File: config.mk
export PLATFORM = sky130hd
export DESIGN_NAME = i2s_clk_sequencer
export DESIGN_NICKNAME = d
export VERILOG_FILES = /design/src/rtl/i2s_clk_sequencer.sv
export SDC_FILE = /design/constraint.sdc
export NUM_CORES = 1
export LEC_CHECK = 0
export ABC_AREA = 1
export CORE_MARGIN = 2
export CORE_UTILIZATION = 53
export DETAILED_ROUTE_END_ITERATION = 6
export PLACE_DENSITY = 0.84
export SLEW_MARGIN = 20
export SYNTH_ARGS = -nofsm -noshare
export SYNTH_HDL_FRONTEND = slang
export SYNTH_SLANG_ARGS = --single-unit
File: constraint.sdc
create_clock -name i_mclk -period 2.65 [get_ports i_mclk]
set_clock_uncertainty 0.05 [all_clocks]
set_input_delay 0.53 -clock i_mclk [delete_from_list [all_inputs] [get_ports i_mclk]]
set_output_delay 0.53 -clock i_mclk [all_outputs]
set_load 0.01 [all_outputs]
File: src/rtl/i2s_clk_sequencer.sv
// -----------------------------------------------------------------------------
// i2s_clk_sequencer
//
// Master-side clock and frame sequencer for the I2S converters. A single 10-bit
// frame counter running on MCLK generates BCK and LRCK as direct counter bits,
// so both clocks are glitch-free. Divider/frame-length changes are captured
// through a request/busy/ack handshake and applied only at a frame boundary,
// where the counter is 0. After reset, enable and every applied
// reconfiguration, a mute flag is held for MUTE_FRAMES frames.
//
// Ports:
//   i_mclk         master clock, all logic on posedge
//   i_nrst         asynchronous active-low reset
//   i_en           run enable
//   i_cfg_bck_div  requested BCK divider select, BCK = MCLK / 2^(sel+1)
//   i_cfg_frame    requested frame select (0 = 32 BCK/frame, 1 = 64 BCK/frame)
//   i_cfg_req      config request strobe
//   o_cfg_busy     a captured request is waiting for the next frame boundary
//   o_cfg_ack      one-cycle pulse on the first cycle the new config is active
//   o_bck          bit clock
//   o_lrck         word clock, low = left, high = right
//   o_frame_stb    one-cycle pulse on the last MCLK of each frame
//   o_mute         high while output data is invalid
// -----------------------------------------------------------------------------
module i2s_clk_sequencer #(
    parameter int unsigned MUTE_FRAMES = 4,
    parameter logic [1:0]  DEF_BCK_DIV = 2'd0,
    parameter logic        DEF_FRAME   = 1'b1
) (
    input  logic       i_mclk,
    input  logic       i_nrst,
    input  logic       i_en,
    input  logic [1:0] i_cfg_bck_div,
    input  logic       i_cfg_frame,
    input  logic       i_cfg_req,
    output logic       o_cfg_busy,
    output logic       o_cfg_ack,
    output logic       o_bck,
    output logic       o_lrck,
    output logic       o_frame_stb,
    output logic       o_mute
);

    localparam logic [1:0] ST_IDLE     = 2'd0;
    localparam logic [1:0] ST_RUN      = 2'd1;
    localparam logic [1:0] ST_STOPPING = 2'd2;

    localparam logic [7:0] MUTE_INIT = 8'(MUTE_FRAMES);

    // Registered state
    logic       r_started;
    logic [1:0] r_state;
    logic [9:0] r_cnt;
    logic [1:0] r_sel;
    logic       r_frame;
    logic       r_busy;
    logic [1:0] r_pend_sel;
    logic       r_pend_frame;
    logic       r_ack;
    logic       r_mute;
    logic [7:0] r_mute_cnt;

    // Next-state values
    logic [1:0] w_state_nxt;
    logic [9:0] w_cnt_nxt;
    logic [1:0] w_sel_nxt;
    logic       w_frame_nxt;
    logic       w_busy_nxt;
    logic [1:0] w_pend_sel_nxt;
    logic       w_pend_frame_nxt;
    logic       w_ack_nxt;
    logic       w_mute_nxt;
    logic [7:0] w_mute_cnt_nxt;
    logic       w_mute_dec;

    // Decoded timing
    logic [1:0] w_state;
    logic [3:0] w_shamt;
    logic [3:0] w_bck_idx;
    logic [3:0] w_lr_idx;
    logic [9:0] w_last_cnt;
    logic       w_counting;
    logic       w_last;
    logic       w_wrap;
    logic       w_apply;

    // Until the first clock after reset release the state follows i_en
    // directly, which gives "RUN if enabled, else IDLE" out of reset without
    // an asynchronous load of a non-constant value.
    assign w_state = r_started ? r_state : (i_en ? ST_RUN : ST_IDLE);

    // log2 of the frame length in MCLK cycles: (sel + 1) + 5 + frame.
    assign w_shamt    = {2'b00, r_sel} + 4'd6 + {3'b000, r_frame};
    assign w_last_cnt = 10'h3FF >> (4'd10 - w_shamt);
    assign w_bck_idx  = {2'b00, r_sel};
    // LRCK is the MSB of the frame count, so it toggles once per half frame.
    assign w_lr_idx   = w_shamt - 4'd1;

    assign w_counting = (w_state == ST_RUN) || (w_state == ST_STOPPING);
    assign w_last     = (r_cnt == w_last_cnt);
    assign w_wrap     = w_counting && w_last;

    // A pending config only takes effect when the counter is about to be 0:
    // at a wrap, or at any cycle while idle.
    assign w_apply = r_busy && (w_wrap || (w_state == ST_IDLE));

    always_comb begin
        w_state_nxt      = w_state;
        w_cnt_nxt        = r_cnt;
        w_sel_nxt        = r_sel;
        w_frame_nxt      = r_frame;
        w_busy_nxt       = r_busy;
        w_pend_sel_nxt   = r_pend_sel;
        w_pend_frame_nxt = r_pend_frame;
        w_ack_nxt        = 1'b0;
        w_mute_nxt       = r_mute;
        w_mute_cnt_nxt   = r_mute_cnt;
        w_mute_dec       = 1'b0;

        case (w_state)
            ST_RUN: begin
                w_cnt_nxt = w_last ? 10'd0 : r_cnt + 10'd1;
                if (w_last && !i_en) begin
                    // Enable dropped on the last cycle: this frame is already done.
                    w_state_nxt = ST_IDLE;
                    w_mute_nxt  = 1'b1;
                end else if (w_last) begin
                    w_mute_dec = 1'b1;
                end else if (!i_en) begin
                    w_state_nxt = ST_STOPPING;
                end
            end
            ST_STOPPING: begin
                w_cnt_nxt = w_last ? 10'd0 : r_cnt + 10'd1;
                if (i_en) begin
                    // Re-enabled before the frame ended: resume, mute not reloaded.
                    w_state_nxt = ST_RUN;
                    w_mute_dec  = w_last;
                end else if (w_last) begin
                    w_state_nxt = ST_IDLE;
                    w_mute_nxt  = 1'b1;
                end
            end
            default: begin
                // IDLE, and recovery from the unused encoding.
                w_cnt_nxt  = 10'd0;
                w_mute_nxt = 1'b1;
                if (i_en) begin
                    w_state_nxt    = ST_RUN;
                    w_mute_cnt_nxt = MUTE_INIT;
                end else begin
                    w_state_nxt = ST_IDLE;
                end
            end
        endcase

        if (w_mute_dec && (r_mute_cnt != 8'd0)) begin
            w_mute_cnt_nxt = r_mute_cnt - 8'd1;
            if (r_mute_cnt == 8'd1) begin
                w_mute_nxt = 1'b0;
            end
        end

        // Applying a config restarts the mute window, overriding any decrement.
        if (w_apply) begin
            w_sel_nxt      = r_pend_sel;
            w_frame_nxt    = r_pend_frame;
            w_busy_nxt     = 1'b0;
            w_ack_nxt      = 1'b1;
            w_mute_nxt     = 1'b1;
            w_mute_cnt_nxt = MUTE_INIT;
        end

        // Only an idle handshake captures; requests while busy are dropped so
        // the first captured value wins.
        if (!r_busy && i_cfg_req) begin
            w_busy_nxt       = 1'b1;
            w_pend_sel_nxt   = i_cfg_bck_div;
            w_pend_frame_nxt = i_cfg_frame;
        end
    end

    always_ff @(posedge i_mclk or negedge i_nrst) begin
        if (!i_nrst) begin
            r_started    <= 1'b0;
            r_state      <= ST_IDLE;
            r_cnt        <= 10'd0;
            r_sel        <= DEF_BCK_DIV;
            r_frame      <= DEF_FRAME;
            r_busy       <= 1'b0;
            r_pend_sel   <= DEF_BCK_DIV;
            r_pend_frame <= DEF_FRAME;
            r_ack        <= 1'b0;
            r_mute       <= 1'b1;
            r_mute_cnt   <= MUTE_INIT;
        end else begin
            r_started    <= 1'b1;
            r_state      <= w_state_nxt;
            r_cnt        <= w_cnt_nxt;
            r_sel        <= w_sel_nxt;
            r_frame      <= w_frame_nxt;
            r_busy       <= w_busy_nxt;
            r_pend_sel   <= w_pend_sel_nxt;
            r_pend_frame <= w_pend_frame_nxt;
            r_ack        <= w_ack_nxt;
            r_mute       <= w_mute_nxt;
            r_mute_cnt   <= w_mute_cnt_nxt;
        end
    end

    // Clock outputs are plain bits of the registered counter; the counter is
    // 0 whenever the select changes, so a switch never produces a runt pulse.
    assign o_bck       = r_cnt[w_bck_idx];
    assign o_lrck      = r_cnt[w_lr_idx];
    // Strobe also marks the final frame while stopping, since it still ends
    // with a wrap.
    assign o_frame_stb = w_wrap;
    assign o_cfg_busy  = r_busy;
    assign o_cfg_ack   = r_ack;
    assign o_mute      = r_mute;

endmodule

==> flow_metrics.py <==
metrics = {
    "finish": {
        "design_area_mm2": 0.00265,
        "drive_gt1_frac": 0.325,
        "fin_nets": 315,
        "final_util": 0.728,
        "insertedDiodeCount": 0,
        "fin_cells": 343,
        "area_delta_synth_final_pct": 33.6,
        "fillers": 256,
    },
    "synth": {
        "yosys.area.top_type": "dfrtp_1",
        "synth-edff-count": 0,
        "synth_async_sr_flop_share": 1.00,
        "ys_types": 34,
        "synth_nets": 267,
        "synth_top_cells_by_count": "nand2_1, inv_1, dfrtp_1, nand3_1, nor2_1",
        "ys.warnings.count": 0,
        "ys_ff_latch": 30,
        "syn-instance-count": 246,
        "yosysTopAreaCellShare": 0.328,
        "synth_flop_cell": "dfrtp_1",
        "yosys-top-cells-area": "dfrtp_1, nand2_1, ha_1",
        "ys_seq_area_frac": 0.382,
        "synth_area_per_cell_um2": 8.05,
        "netlist_area_mm2": 0.00198,
        "synth_most_common_cell": "nand2_1",
    },
    "drt": {
        "drt-wirelength-per-cell_um": 13.1,
        "wl_mm": 4.48,
        "drt_iter0_drc": 76,
        "routed_via_density": 5.24,
        "drc": 0,
        "ant_nets": 0,
        "via_count": 1799,
        "dr.pass1.iters": 4,
    },
    "placed_design": {
        "dp_hpwl_mm": 2.95,
        "place.gp.congestion": 0.912,
        "port_buffers": 12,
        "dp.cells": 329,
        "postPlaceCellArea_mm2": 0.00239,
    },
    "floorplanning": {
        "initial_utilization": 0.545,
        "row_count": 22,
        "core_area_mm2": 0.00363,
        "ioPinCount": 13,
        "dieArea_mm2": 0.00424,
        "die_height_um": 65.1,
        "die_w_um": 65.1,
    },
    "critical_path": {
        "worstSetupStartpointType": "register",
        "end_kind": "output pin",
        "critPathArrivalTime_ns": 2.38,
        "rrSetupSlack_ns": -0.05,
        "r2r_end": "o_mute",
        "criticalPathCategory": "reg2out",
        "reg2reg_depth": 18,
        "path_max_fanout": 3,
        "critical_path_required_ns": 2.07,
        "timing.rr.start": "r_frame",
    },
    "clock_tree": {
        "clock-sinks": 30,
        "cts_made_buffers": 5,
        "cts_tree": "yes",
        "cts_hold_buffers": 0,
        "htreeDepth": 2,
        "cts_buffer_depth": 2,
        "clk_pin_slew_ns": 0.06,
        "clock-root-buffer": "clkbuf_8",
        "clock_latency_ns": 0.29,
    },
    "global_routing": {
        "grt_max_degree": 31,
        "grt_pass1_wl_mm": 7.80,
        "antenna_found_initial": 0,
        "gr-total-overflow": 0,
        "grt_pass1_vias": 1806,
        "grt.total_usage": 0.237,
    },
    "power": {
        "p_leak_nw": 1.30,
        "ir_worst_vdd_v": 0.000737,
        "powerDensity_mw_per_mm2": 1050,
    },
    "sta": {
        "slew_violations": 0,
        "finalSetupTns_ns": -0.541,
        "setup_viol": 8,
        "layout_worst_path_cycle_share": 1.12,
        "hold_viol": 0,
        "max_freq_mhz": 337,
        "rsz0062_at_grt": "yes",
        "setup_ws_ns": -0.313,
        "finalCriticalPeriod_ns": 2.96,
    },
    "min_path": {
        "hold_end": "r_sel[0]",
        "worstHoldPathType": "reg2reg",
        "hold_depth": 2,
        "worstHoldStart": "r_pend_sel[0]",
    },
    "outcome": {
        "status": "finished with violations",
        "violations": "negative setup slack",
    },
    "job": {
        "drv_cap": 0,
    },
}
how the worst max path moves through the flow:
stage | to | startpoint | slack [ns]
4_1_cts | o_frame_stb | r_frame | -0.30
2_1_floorplan | o_frame_stb | r_frame | 0.004
3_5_place_dp | o_frame_stb | r_frame | -0.45
5_1_grt | o_frame_stb | r_frame | -0.39
3_3_place_gp | o_frame_stb | r_frame | -0.40
6_report | o_frame_stb | r_frame | -0.31
critical path, stage by stage, from the launching register on:
cell	delay, ns
dfstp_2	0.55
ha_4	0.13
inv_2	0.04
ha_4	0.22
inv_2	0.07
ha_4	0.12
inv_2	0.03
ha_4	0.30
nor2_4	0.05
nand4_1	0.10
nand3_2	0.12
nor2_4	0.13
nand3_4	0.09
inv_2	0.06
buf_6	0.09
power breakdown:
group	total [mW]	switching, mW	leakage, nW	internal [mW]
Combinational	1.78	0.931	0.867	0.849
Clock	0.386	0.175	0.0455	0.212
Sequential	0.618	0.0720	0.388	0.546
Total	2.78	1.18	1.30	1.61
through the flow:
stage	worst slack [ns]	hold WS [ns]	power, mW
6_report	-0.313	0.448	2.78
3_3_place_gp	-0.403	0.422	2.06
3_5_place_dp	-0.449	0.430	2.10
2_1_floorplan	0.00359	0.184	1.65
5_1_grt	-0.392	0.461	3.00
4_1_cts	-0.298	0.450	2.69
flip-flops by register name, summed over array words and instances, names as in the netlist, 2 cells and up:
name        count
r_state         2
r_sel           2
r_cnt          10
r_pend_sel      2
r_mute_cnt      8
kinds of logic (layout without fill, tap and decap cells):
logic type | after synthesis | after routing | share of synthesized area
buf+inv | 44 | 91 | 0.0872
simple gates | 128 | 130 | 0.335
fa+ha+maj | 14 | 14 | 0.0922
other cells | 1 | 1 | 0.00189
mux | 3 | 3 | 0.0171
xor+xnor | 6 | 6 | 0.0265
compound gates | 20 | 20 | 0.0588
flops | 30 | 30 | 0.382
timing repair:
| item | 4_1_cts | 5_1_grt |
|---|---|---|
| setup endpoints to repair | 15 | 15 |
| gates cloned | 1 | 1 |
| gates resized for setup | 28 | 13 |
| setup buffers | 4 | 3 |
| pin swaps | 16 | 7 |
layout by cell type, fill, tap and decap left out, types with 4 or more instances in the layout:
cell | synthesis | layout
buf_4 | 0 | 25
buf_6 | 1 | 4
clkbuf_8 | 0 | 6
clkdlybuf4s50_1 | 0 | 10
dfrtp_1 | 26 | 26
dfstp_2 | 4 | 4
ha_1 | 13 | 9
ha_4 | 0 | 4
inv_1 | 39 | 33
inv_2 | 4 | 8
nand2_1 | 52 | 48
nand2_2 | 4 | 5
nand2_4 | 3 | 5
nand3_1 | 26 | 20
nand3_2 | 2 | 8
nand4_1 | 7 | 7
nor2_1 | 19 | 16
nor2_4 | 3 | 7
o21ai_0 | 8 | 7
xnor2_1 | 4 | 4
per-layer routing:
| metal | GRT usage | vias up | share of wire |
|---|---|---|---|
| li1 | - | 884 | - |
| met1 | 0.296 | 848 | 0.42 |
| met2 | 0.390 | 50 | 0.51 |
| met3 | 0.0548 | 17 | 0.041 |
| met4 | 0.115 | 0 | 0.031 |
| met5 | 0 | - | 0 |
final cells by class:
cell class | instances | area, µm² | share of cell area
clock buffer | 8 | 90.1 | 0.0340
inverter | 43 | 169 | 0.0638
sequential | 30 | 756 | 0.286
multi-input combinational | 174 | 1230 | 0.466
timing repair buffer | 40 | 338 | 0.128
tap | 48 | 60.1 | 0.0227
No activity file was read; power rests on OpenSTA's default activity.
